--- src/rtl/event_ctl_pkg.sv ---
// Shared types and constants for the event-control capture path and its consumers.
// Latency: n/a (types only).
// Backpressure: n/a.
//
// Record layout, LSB first: y_chg, x_chg, y_new, x_new, then the timestamp field.
package event_ctl_pkg;

   localparam int TS_W       = 16;
   localparam int DROP_CNT_W = 8;

   // Bit offsets inside a packed event record.
   localparam int Y_CHG_BIT = 0;
   localparam int X_CHG_BIT = 1;
   localparam int Y_NEW_BIT = 2;
   localparam int X_NEW_BIT = 3;
   localparam int TS_LSB    = 4;

   typedef struct packed {
      logic [TS_W-1:0] ts;
      logic            x_new;
      logic            y_new;
      logic            x_chg;
      logic            y_chg;
   } evt_rec_t;

endpackage

--- src/rtl/event_ctl_fifo.sv ---
// Generic first-word-fall-through FIFO with occupancy count.
// Latency: a push into an empty FIFO is visible on data_o the following cycle.
// Backpressure: a push while full is ignored unless a pop happens in the same cycle; the caller decides what a refused push means.
//
// Ports: clk/rst (sync, active-high); push_i/data_i write side; pop_i read side (ignored when empty);
//        data_o head record (zero while empty); count_o occupancy; full_o/empty_o status.
module event_ctl_fifo
   import event_ctl_pkg::*;
#(
   parameter int WIDTH = 8,
   parameter int DEPTH = 8
) (
   input  logic                     clk,
   input  logic                     rst,
   input  logic                     push_i,
   input  logic [WIDTH-1:0]         data_i,
   input  logic                     pop_i,
   output logic [WIDTH-1:0]         data_o,
   output logic [$clog2(DEPTH):0]   count_o,
   output logic                     full_o,
   output logic                     empty_o
);

   localparam int PTR_W = $clog2(DEPTH);
   localparam int CNT_W = PTR_W + 1;

   logic [WIDTH-1:0] mem_q [DEPTH];
   logic [WIDTH-1:0] mem_d [DEPTH];
   logic [PTR_W-1:0] wr_ptr_q, wr_ptr_d;
   logic [PTR_W-1:0] rd_ptr_q, rd_ptr_d;
   logic [CNT_W-1:0] count_q, count_d;
   logic             do_push;
   logic             do_pop;

   assign empty_o = (count_q == '0);
   assign full_o  = (count_q == CNT_W'(DEPTH));
   assign count_o = count_q;
   // Head is forced to zero while empty so the output is clean out of reset.
   assign data_o  = empty_o ? '0 : mem_q[rd_ptr_q];

   always_comb begin
      do_pop   = pop_i & ~empty_o;
      // A full FIFO still accepts a push when the head leaves in the same cycle.
      do_push  = push_i & (~full_o | do_pop);
      mem_d    = mem_q;
      wr_ptr_d = wr_ptr_q;
      rd_ptr_d = rd_ptr_q;
      count_d  = count_q;
      if (do_push) begin
         mem_d[wr_ptr_q] = data_i;
         wr_ptr_d        = wr_ptr_q + PTR_W'(1);
      end
      if (do_pop) begin
         rd_ptr_d = rd_ptr_q + PTR_W'(1);
      end
      case ({do_push, do_pop})
         2'b10:   count_d = count_q + CNT_W'(1);
         2'b01:   count_d = count_q - CNT_W'(1);
         default: count_d = count_q;
      endcase
   end

   always_ff @(posedge clk) begin
      if (rst) begin
         wr_ptr_q <= '0;
         rd_ptr_q <= '0;
         count_q  <= '0;
      end else begin
         wr_ptr_q <= wr_ptr_d;
         rd_ptr_q <= rd_ptr_d;
         count_q  <= count_d;
      end
   end

   // Storage needs no reset: nothing is read while the FIFO is empty.
   always_ff @(posedge clk) begin
      mem_q <= mem_d;
   end

endmodule

--- src/rtl/event_ctl_capture.sv ---
// Captures every change on the async xPart/yPart lines as a timestamped record and streams it out.
// Latency: pin change to evt_valid_o is SYNC_STAGES+2 cycles (sync, compare, FIFO write) with an empty FIFO.
// Backpressure: evt_ready_i stalls the head; records arriving at a full FIFO are dropped and counted.
//
// Ports: clk/rst (sync, active-high); x_part_i/y_part_i async lines; enable_i capture enable;
//        evt_valid_o/evt_ready_i/evt_data_o record stream; count_o occupancy;
//        overflow_o/drop_cnt_o drop status, cleared by clr_ovf_i.
module event_ctl_capture #(
   parameter int TS_W        = 16,
   parameter int DEPTH       = 8,
   parameter int SYNC_STAGES = 2
) (
   input  logic                     clk,
   input  logic                     rst,
   input  logic                     x_part_i,
   input  logic                     y_part_i,
   input  logic                     enable_i,
   output logic                     evt_valid_o,
   input  logic                     evt_ready_i,
   output logic [TS_W+3:0]          evt_data_o,
   output logic [$clog2(DEPTH):0]   count_o,
   output logic                     overflow_o,
   output logic [7:0]               drop_cnt_o,
   input  logic                     clr_ovf_i
);

   import event_ctl_pkg::*;

   localparam int              PRIME_W    = 3;
   localparam logic [PRIME_W-1:0] PRIME_DONE = PRIME_W'(SYNC_STAGES + 1);

   logic [SYNC_STAGES-1:0] x_sync_q, x_sync_d;
   logic [SYNC_STAGES-1:0] y_sync_q, y_sync_d;
   logic                   x_b_q, x_b_d;
   logic                   y_b_q, y_b_d;
   logic [PRIME_W-1:0]     prime_cnt_q, prime_cnt_d;
   logic [TS_W-1:0]        ts_q, ts_d;
   logic                   rec_vld_q, rec_vld_d;
   logic [TS_W+3:0]        rec_q, rec_d;
   logic                   ovf_q, ovf_d;
   logic [DROP_CNT_W-1:0]  drop_q, drop_d;

   logic x_s, y_s, x_chg, y_chg, primed;
   logic pop, drop, fifo_full, fifo_empty;

   always_comb begin
      x_sync_d = {x_sync_q[SYNC_STAGES-2:0], x_part_i};
      y_sync_d = {y_sync_q[SYNC_STAGES-2:0], y_part_i};
      x_s      = x_sync_q[SYNC_STAGES-1];
      y_s      = y_sync_q[SYNC_STAGES-1];

      // The synchroniser restarts from zero on reset, so change detection waits until
      // the chain holds post-reset samples and the baseline has captured one of them.
      // Otherwise a line already high at reset release would look like a change.
      primed      = (prime_cnt_q == PRIME_DONE);
      prime_cnt_d = primed ? prime_cnt_q : prime_cnt_q + PRIME_W'(1);

      x_b_d = x_s;
      y_b_d = y_s;
      x_chg = x_s ^ x_b_q;
      y_chg = y_s ^ y_b_q;
      ts_d  = ts_q + TS_W'(1);

      // Record is built in the detect cycle and written into the FIFO on the next one.
      rec_vld_d                 = (x_chg | y_chg) & enable_i & primed;
      rec_d                     = '0;
      rec_d[TS_LSB +: TS_W]     = ts_q;
      rec_d[X_NEW_BIT]          = x_s;
      rec_d[Y_NEW_BIT]          = y_s;
      rec_d[X_CHG_BIT]          = x_chg;
      rec_d[Y_CHG_BIT]          = y_chg;

      pop  = evt_valid_o & evt_ready_i;
      drop = rec_vld_q & fifo_full & ~pop;

      // A clear coinciding with a drop leaves exactly that one drop recorded.
      if (clr_ovf_i) begin
         ovf_d  = drop;
         drop_d = DROP_CNT_W'(drop);
      end else begin
         ovf_d  = ovf_q | drop;
         drop_d = drop_q;
         if (drop && (drop_q != {DROP_CNT_W{1'b1}})) begin
            drop_d = drop_q + DROP_CNT_W'(1);
         end
      end
   end

   always_ff @(posedge clk) begin
      if (rst) begin
         x_sync_q    <= '0;
         y_sync_q    <= '0;
         x_b_q       <= 1'b0;
         y_b_q       <= 1'b0;
         prime_cnt_q <= '0;
         ts_q        <= '0;
         rec_vld_q   <= 1'b0;
         rec_q       <= '0;
         ovf_q       <= 1'b0;
         drop_q      <= '0;
      end else begin
         x_sync_q    <= x_sync_d;
         y_sync_q    <= y_sync_d;
         x_b_q       <= x_b_d;
         y_b_q       <= y_b_d;
         prime_cnt_q <= prime_cnt_d;
         ts_q        <= ts_d;
         rec_vld_q   <= rec_vld_d;
         rec_q       <= rec_d;
         ovf_q       <= ovf_d;
         drop_q      <= drop_d;
      end
   end

   event_ctl_fifo #(
      .WIDTH (TS_W + 4),
      .DEPTH (DEPTH)
   ) u_fifo (
      .clk     (clk),
      .rst     (rst),
      .push_i  (rec_vld_q),
      .data_i  (rec_q),
      .pop_i   (evt_ready_i),
      .data_o  (evt_data_o),
      .count_o (count_o),
      .full_o  (fifo_full),
      .empty_o (fifo_empty)
   );

   assign evt_valid_o = ~fifo_empty;
   assign overflow_o  = ovf_q;
   assign drop_cnt_o  = drop_q;

endmodule

--- config.mk ---
export PLATFORM = sky130hd
export DESIGN_NAME = event_ctl_capture
export DESIGN_NICKNAME = d
export VERILOG_FILES = /design/src/rtl/event_ctl_pkg.sv /design/src/rtl/event_ctl_fifo.sv /design/src/rtl/event_ctl_capture.sv
export SDC_FILE = /design/constraint.sdc
export NUM_CORES = 1
export LEC_CHECK = 0
export BUFFER_PORTS_ARGS = -buffer_cell sky130_fd_sc_hd__buf_2
export CAP_MARGIN = 20
export CORE_ASPECT_RATIO = 1.75
export CORE_MARGIN = 2
export CORE_UTILIZATION = 35
export DETAILED_ROUTE_END_ITERATION = 7
export SETUP_SLACK_MARGIN = 0.2
export SLEW_MARGIN = 0
export SYNTH_ARGS = -nofsm -noshare
export SYNTH_HDL_FRONTEND = slang
export SYNTH_SLANG_ARGS = --single-unit
--- constraint.sdc ---
create_clock -name clk -period 3.7 [get_ports clk]
set_input_delay 0.37 -clock clk [delete_from_list [all_inputs] [get_ports clk]]
set_output_delay 0.37 -clock clk [all_outputs]
set_load 0.01 [all_outputs]
# Word level (Yosys, flattened, before mapping)
# Index checks and enable logic that the tools add are counted.
[word_totals]
output_inout_bits = 34
ff_bits = 225
[classes]
bitwise = 16
n_reduce_logical = 6
eq_ne = 5
n_mux = 11
n_addsub = 7
order_cmp = 3
[ops]
columns = ["op", "n"]
rows = [
  ["$bwmux 160", 1],
  ["$mux 20", 4],
  ["$bmux 20 s3", 1],
  ["$demux 20 s3", 1],
  ["$add 16x1->16 const B", 1],
  ["$add 3x1->3 const B", 3],
  ["$add 8x1->8 const B", 1],
  ["$ge 4x4->1 const B", 2],
  ["$ne 8x8->1 const B", 1],
  ["$not 3->4", 2],
  ["$pmux 4 s2", 1],
  ["$and 1x1->1", 6],
  ["$add 4x1->4 const B", 1],
  ["$eq 4x4->1 const B", 1],
  ["$logic_not 4->1", 1],
  ["$lt 4x1->1 const B", 1],
  ["$reduce_bool 2->1", 2],
  ["$sub 4x1->4 const B", 1],
  ["$eq 3x2->1 const B", 1],
  ["$mux 1", 3],
  ["$not 1->1", 3],
  ["$or 1x1->1", 3],
  ["$eq 2x1->1 const B", 1],
  ["$eq 2x2->1 const B", 1],
  ["3 further kinds", 5],
]

# Depth between registers and ports, before layout
[depth]
word_depth = 8
mapped_depth = 13
mapped_depth_nobuf = 11

# Modules after synthesis
# From an unflattened synthesis, not the netlist that was laid out.
[hier_totals]
cells_unflattened = 520
hier_area_um2 = 8589.5
[by_module_without_submodules]
columns = ["mod", "area_per_inst_um2", "instances", "seq_area_each_um2", "cells_each"]
rows = [
  ["event_ctl_fifo", 6646.4, 1, 5004.8, 323],
  ["event_ctl_capture", 1943.1, 1, 1061.0, 197],
]

# Worst setup path after synthesis
# OpenSTA, ideal clock, no wires.
[synth_timing]
kind = "reg-to-reg"
startpoint = "reg u_fifo.count_q[1] (netlist: u_fifo.count_o[1])"
endpoint = "reg u_fifo.mem_q[120] (netlist bit), enable pin"
n_path_buf = 1
synth_period_minus_slack_ns = 3.473
required_ns = 3.245
path_stages_with_launch = 5
t_arrival_ns = 3.018
slack_ns = 0.227
path_cell_list = "dfxtp_1 > or3_1 > buf_6 > o21ai_2 > nor4b_1"
[synth_via]
elab_chain_len = 5
elab_cells_between_ends = 7
classes_between = "eq/ne: 1; bitwise: 5; reduce/logical: 1"
[synth_rtl]
columns = ["element", "line", "source"]
rows = [
  ["start, declared", "event_ctl_fifo.sv:31", "logic [CNT_W-1:0] count_q, count_d;"],
  ["start signal, assigned", "event_ctl_fifo.sv:71", "count_q <= count_d;"],
  ["$logic_not 4->1", "event_ctl_fifo.sv:35", "assign empty_o = (count_q == '0);"],
  ["$not 1->1", "event_ctl_fifo.sv:42", "do_pop = pop_i & ~empty_o;"],
  ["$and 1x1->1", "event_ctl_fifo.sv:42", ""],
  ["$or 1x1->1 *", "event_ctl_fifo.sv:44", "do_push = push_i & (~full_o | do_pop);"],
  ["$and 1x1->1 *", "event_ctl_fifo.sv:44", ""],
  ["end signal, assigned", "event_ctl_fifo.sv:77", "mem_q <= mem_d;"],
  ["end, declared", "event_ctl_fifo.sv:27", "logic [WIDTH-1:0] mem_q [DEPTH];"],
]
# Mark *: on every way between the ends. The rest lies on a longest branch, timed or not.
# A chain may end at the register's enable or synchronous reset.

# Worst setup path in the final report
[layout_timing]
startpoint = "reg u_fifo.rd_ptr_q[0]"
endpoint = "out evt_data_o[1]"
[layout_via]
elab_chain_len = 5
[layout_rtl]
columns = ["element", "line", "source"]
rows = [
  ["start, declared", "event_ctl_fifo.sv:30", "logic [PTR_W-1:0] rd_ptr_q, rd_ptr_d;"],
  ["start signal, assigned", "event_ctl_fifo.sv:70", "rd_ptr_q <= rd_ptr_d;"],
  ["$not 3->4 (not written as such)", "event_ctl_fifo.sv:39", "assign data_o = empty_o ? '0 : mem_q[rd_ptr_q];"],
  ["$bmux 20 s3", "event_ctl_fifo.sv:39", ""],
  ["$mux 20 (not written as such) (2 in a row)", "event_ctl_fifo.sv:39", ""],
  ["$mux 20", "event_ctl_fifo.sv:39", ""],
  ["end, declared", "event_ctl_capture.sv:20", "output logic [TS_W+3:0] evt_data_o,"],
]
# Every way passes these cells. The select of a mux whose other input is x is not followed.

==> out/results.ini <==
[clock_network]
post-cts-setup-buffers=0
cts_tree=built
cts-root-buf=clkbuf_16
clock_latency_ns=0.48
clockBufferDepth=3
cts.clk_slew.worst_paths_ns=0.07
htreeDepth=1
cts_resized=0
ctsHoldBuffers=0
cts_inserted_buffers=19
cts_sinks=223

[placement]
port_buffers=40
dp_hpwl_mm=10.2
pre_cts_slack_ns=0.956
gp_congestion=0.790

[route]
num_vias=4483
ant_nets=0
wl_per_cell_microns=18.4
routed_wl_mm=16.5
vias_per_cell=5.00
drt_first_pass_iters=4
drc=0
drt_iter0_drc=203

[timing]
timing.final.crit_period_ns=2.86
hold_violations=0
clock_skew_ns=0.00893
maxSlewViolCount=0
slew_headroom_pct=43.2
fin_tns_setup_ns=0
timing.final.ws_setup_ns=0.841
max_freq_ghz=0.350
finalSetupViolCount=0
period_share_pct=77.3
tightest_slew_ns=0.852
rsz0062_at_grt=no

[floorplanning]
rows=76
die_area_sq_um=26000
start_util_pct=35.3
ioPinCount=41
coreArea_sq_um=24400
die_y_microns=212
die_x_microns=123

[power]
powerDensity_nw_per_um2=470
total_leakage_power_uw=0.00333
power.total_uw=4610
ir_drop_mv=0.292

[critical_path]
cp-start-kind=register
crit_path_cell_trace=buf_12 > mux4_2 > mux2i_1 > nor2_1 > buf_2
cp_slowest_cell=dfxtp_2
end_kind=output pin
reg2reg_setup_slack_ns=0.93
worst-path-buf-inv=2
worstPathRequired_ns=3.33
cpPeakStageDelay_ns=0.70
cp_top_family=multiplexers
cp.arrival_ns=2.49
cp_max_fo=28
path_depth=5
r2r_cells=9
critPathKind=reg2out

[logic_synthesis]
yosysWarnings=0
seq_area_frac_synth_pct=70.3
yosysMostFrequentCell=edfxtp_1
synthTopCellsByArea=edfxtp_1 56%, dfxtp_1 15%, mux4_2 10%, mux2i_1 2.8%, nor2_1 2.5%
synth_edf_count=160
synthDominantCellAreaShare_pct=55.7
synthesis.area_sq_um=8630
synthArstFlopShare_pct=0
synth_common_cells=160 x edfxtp_1, 63 x dfxtp_1, 58 x nor2_1
ys_ff_latch=223
synth_area_leader_cell=edfxtp_1
synth.net_count=545
synthDistinctLibCells=48
synth_cells=529
ys.flop_type=edfxtp_1
synth_area_per_cell_sq_um=16.3

[grt]
grt_remaining_overflow=0
grt_first_pass_wirelength_mm=25.7
first_global_vias=4662
grt_max_degree=43
antenna_found_initial=0
track_usage_pct=13.1

[final_layout]
syn_to_final_growth_pct=13.5
insertedDiodeCount=0
drive_gt1_share_pct=22.9
nets=589

[flow_run]
max_cap_violations=0

[hold_path]
min_path_cells=2
hold_path_class=in2reg

[status]
status=finished, final reports clean

area by class of cell:
type                    instances  area [sq um]
clock buffers                  26           522
clock inverters                 7          45.0
fillers                      2207         14600
inverters                       4          15.0
multi-input cells             273          2450
flip-flops and latches        223          6070
well taps                     312           390
repair buffers                 52           303
through the flow:
| stage | util, % | instances | hold WS, ns | cell area, sq um |
|---|---|---|---|---|
| final | 40.1 | 897 | 0.0979 | 9790 |
| after global routing | 40.1 | 897 | 0.0923 | 9790 |
| after CTS | 40.1 | 897 | 0.0840 | 9790 |
| after detailed placement | 37.7 | 864 | 0.428 | 9220 |
| after global placement | 37.7 | 864 | 0.422 | 9220 |
| after floorplan | - | 529 | 0.414 | 8630 |
layer usage:
layer | GRT usage [%] | wire (microns)
met5 | 0 | 0
met4 | 4.40 | 307
met3 | 1.72 | 743
met2 | 24.4 | 9050
met1 | 15.0 | 6420
logic make-up (layout without fill, tap and decap cells):
group           after synthesis  in the layout  synth area share, %
mux                          67             67                 13.6
compound gates               30             30                 2.20
buf+inv                      33             89                 1.70
fa+ha+maj                     9              9                 1.31
xor+xnor                     20             20                 2.03
flops                       223            223                 70.3
simple gates                147            147                 8.83
cells in the final DEF, fill, tap and decap left out, types with 3 or more instances in the layout:
cell type,n
xor2_1,15
a21oi_1,13
dfxtp_1,61
buf_4,11
edfxtp_1,160
nor2_1,58
or3_1,5
ha_1,9
clkbuf_16,19
inv_1,3
nand2_1,13
and3_1,5
and4_1,5
nand4_1,5
nand3_1,7
nor3_1,3
buf_2,40
nor2b_1,27
mux2i_1,24
clkinv_2,4
nor3_2,4
o21ai_0,4
mux2_1,3
xnor2_1,5
clkbuf_1,5
mux4_2,40
worst paths after layout:
check                                                startpoint                             end
worst max-delay path            u_fifo.rd_ptr_q[0]$_SDFFE_PP0P_                   evt_data_o[1]
worst min-delay path                                   x_part_i          x_sync_q[0]$_SDFF_PP0_
worst max register to register   u_fifo.count_o[0]$_SDFFE_PP0P_  u_fifo.count_o[2]$_SDFFE_PP0P_
worst min register to register           y_sync_q[0]$_SDFF_PP0_          y_sync_q[1]$_SDFF_PP0_
registers in the layout, summed over array words and instances (netlist names), 3 cells and up:
register and flops:
u_fifo.mem_q 160, rec_q 20, ts_q 16, drop_cnt_o 8
u_fifo.count_o 4, prime_cnt_q 3, u_fifo.rd_ptr_q 3, u_fifo.wr_ptr_q 3
power by group:
part           switching (uW)  internal [uW]  total, uW
Combinational            47.9           39.0       86.8
Clock                     838            998       1840
Sequential               17.3           2670       2680
Total                     903           3700       4610
(Power assumes the default switching activity.)
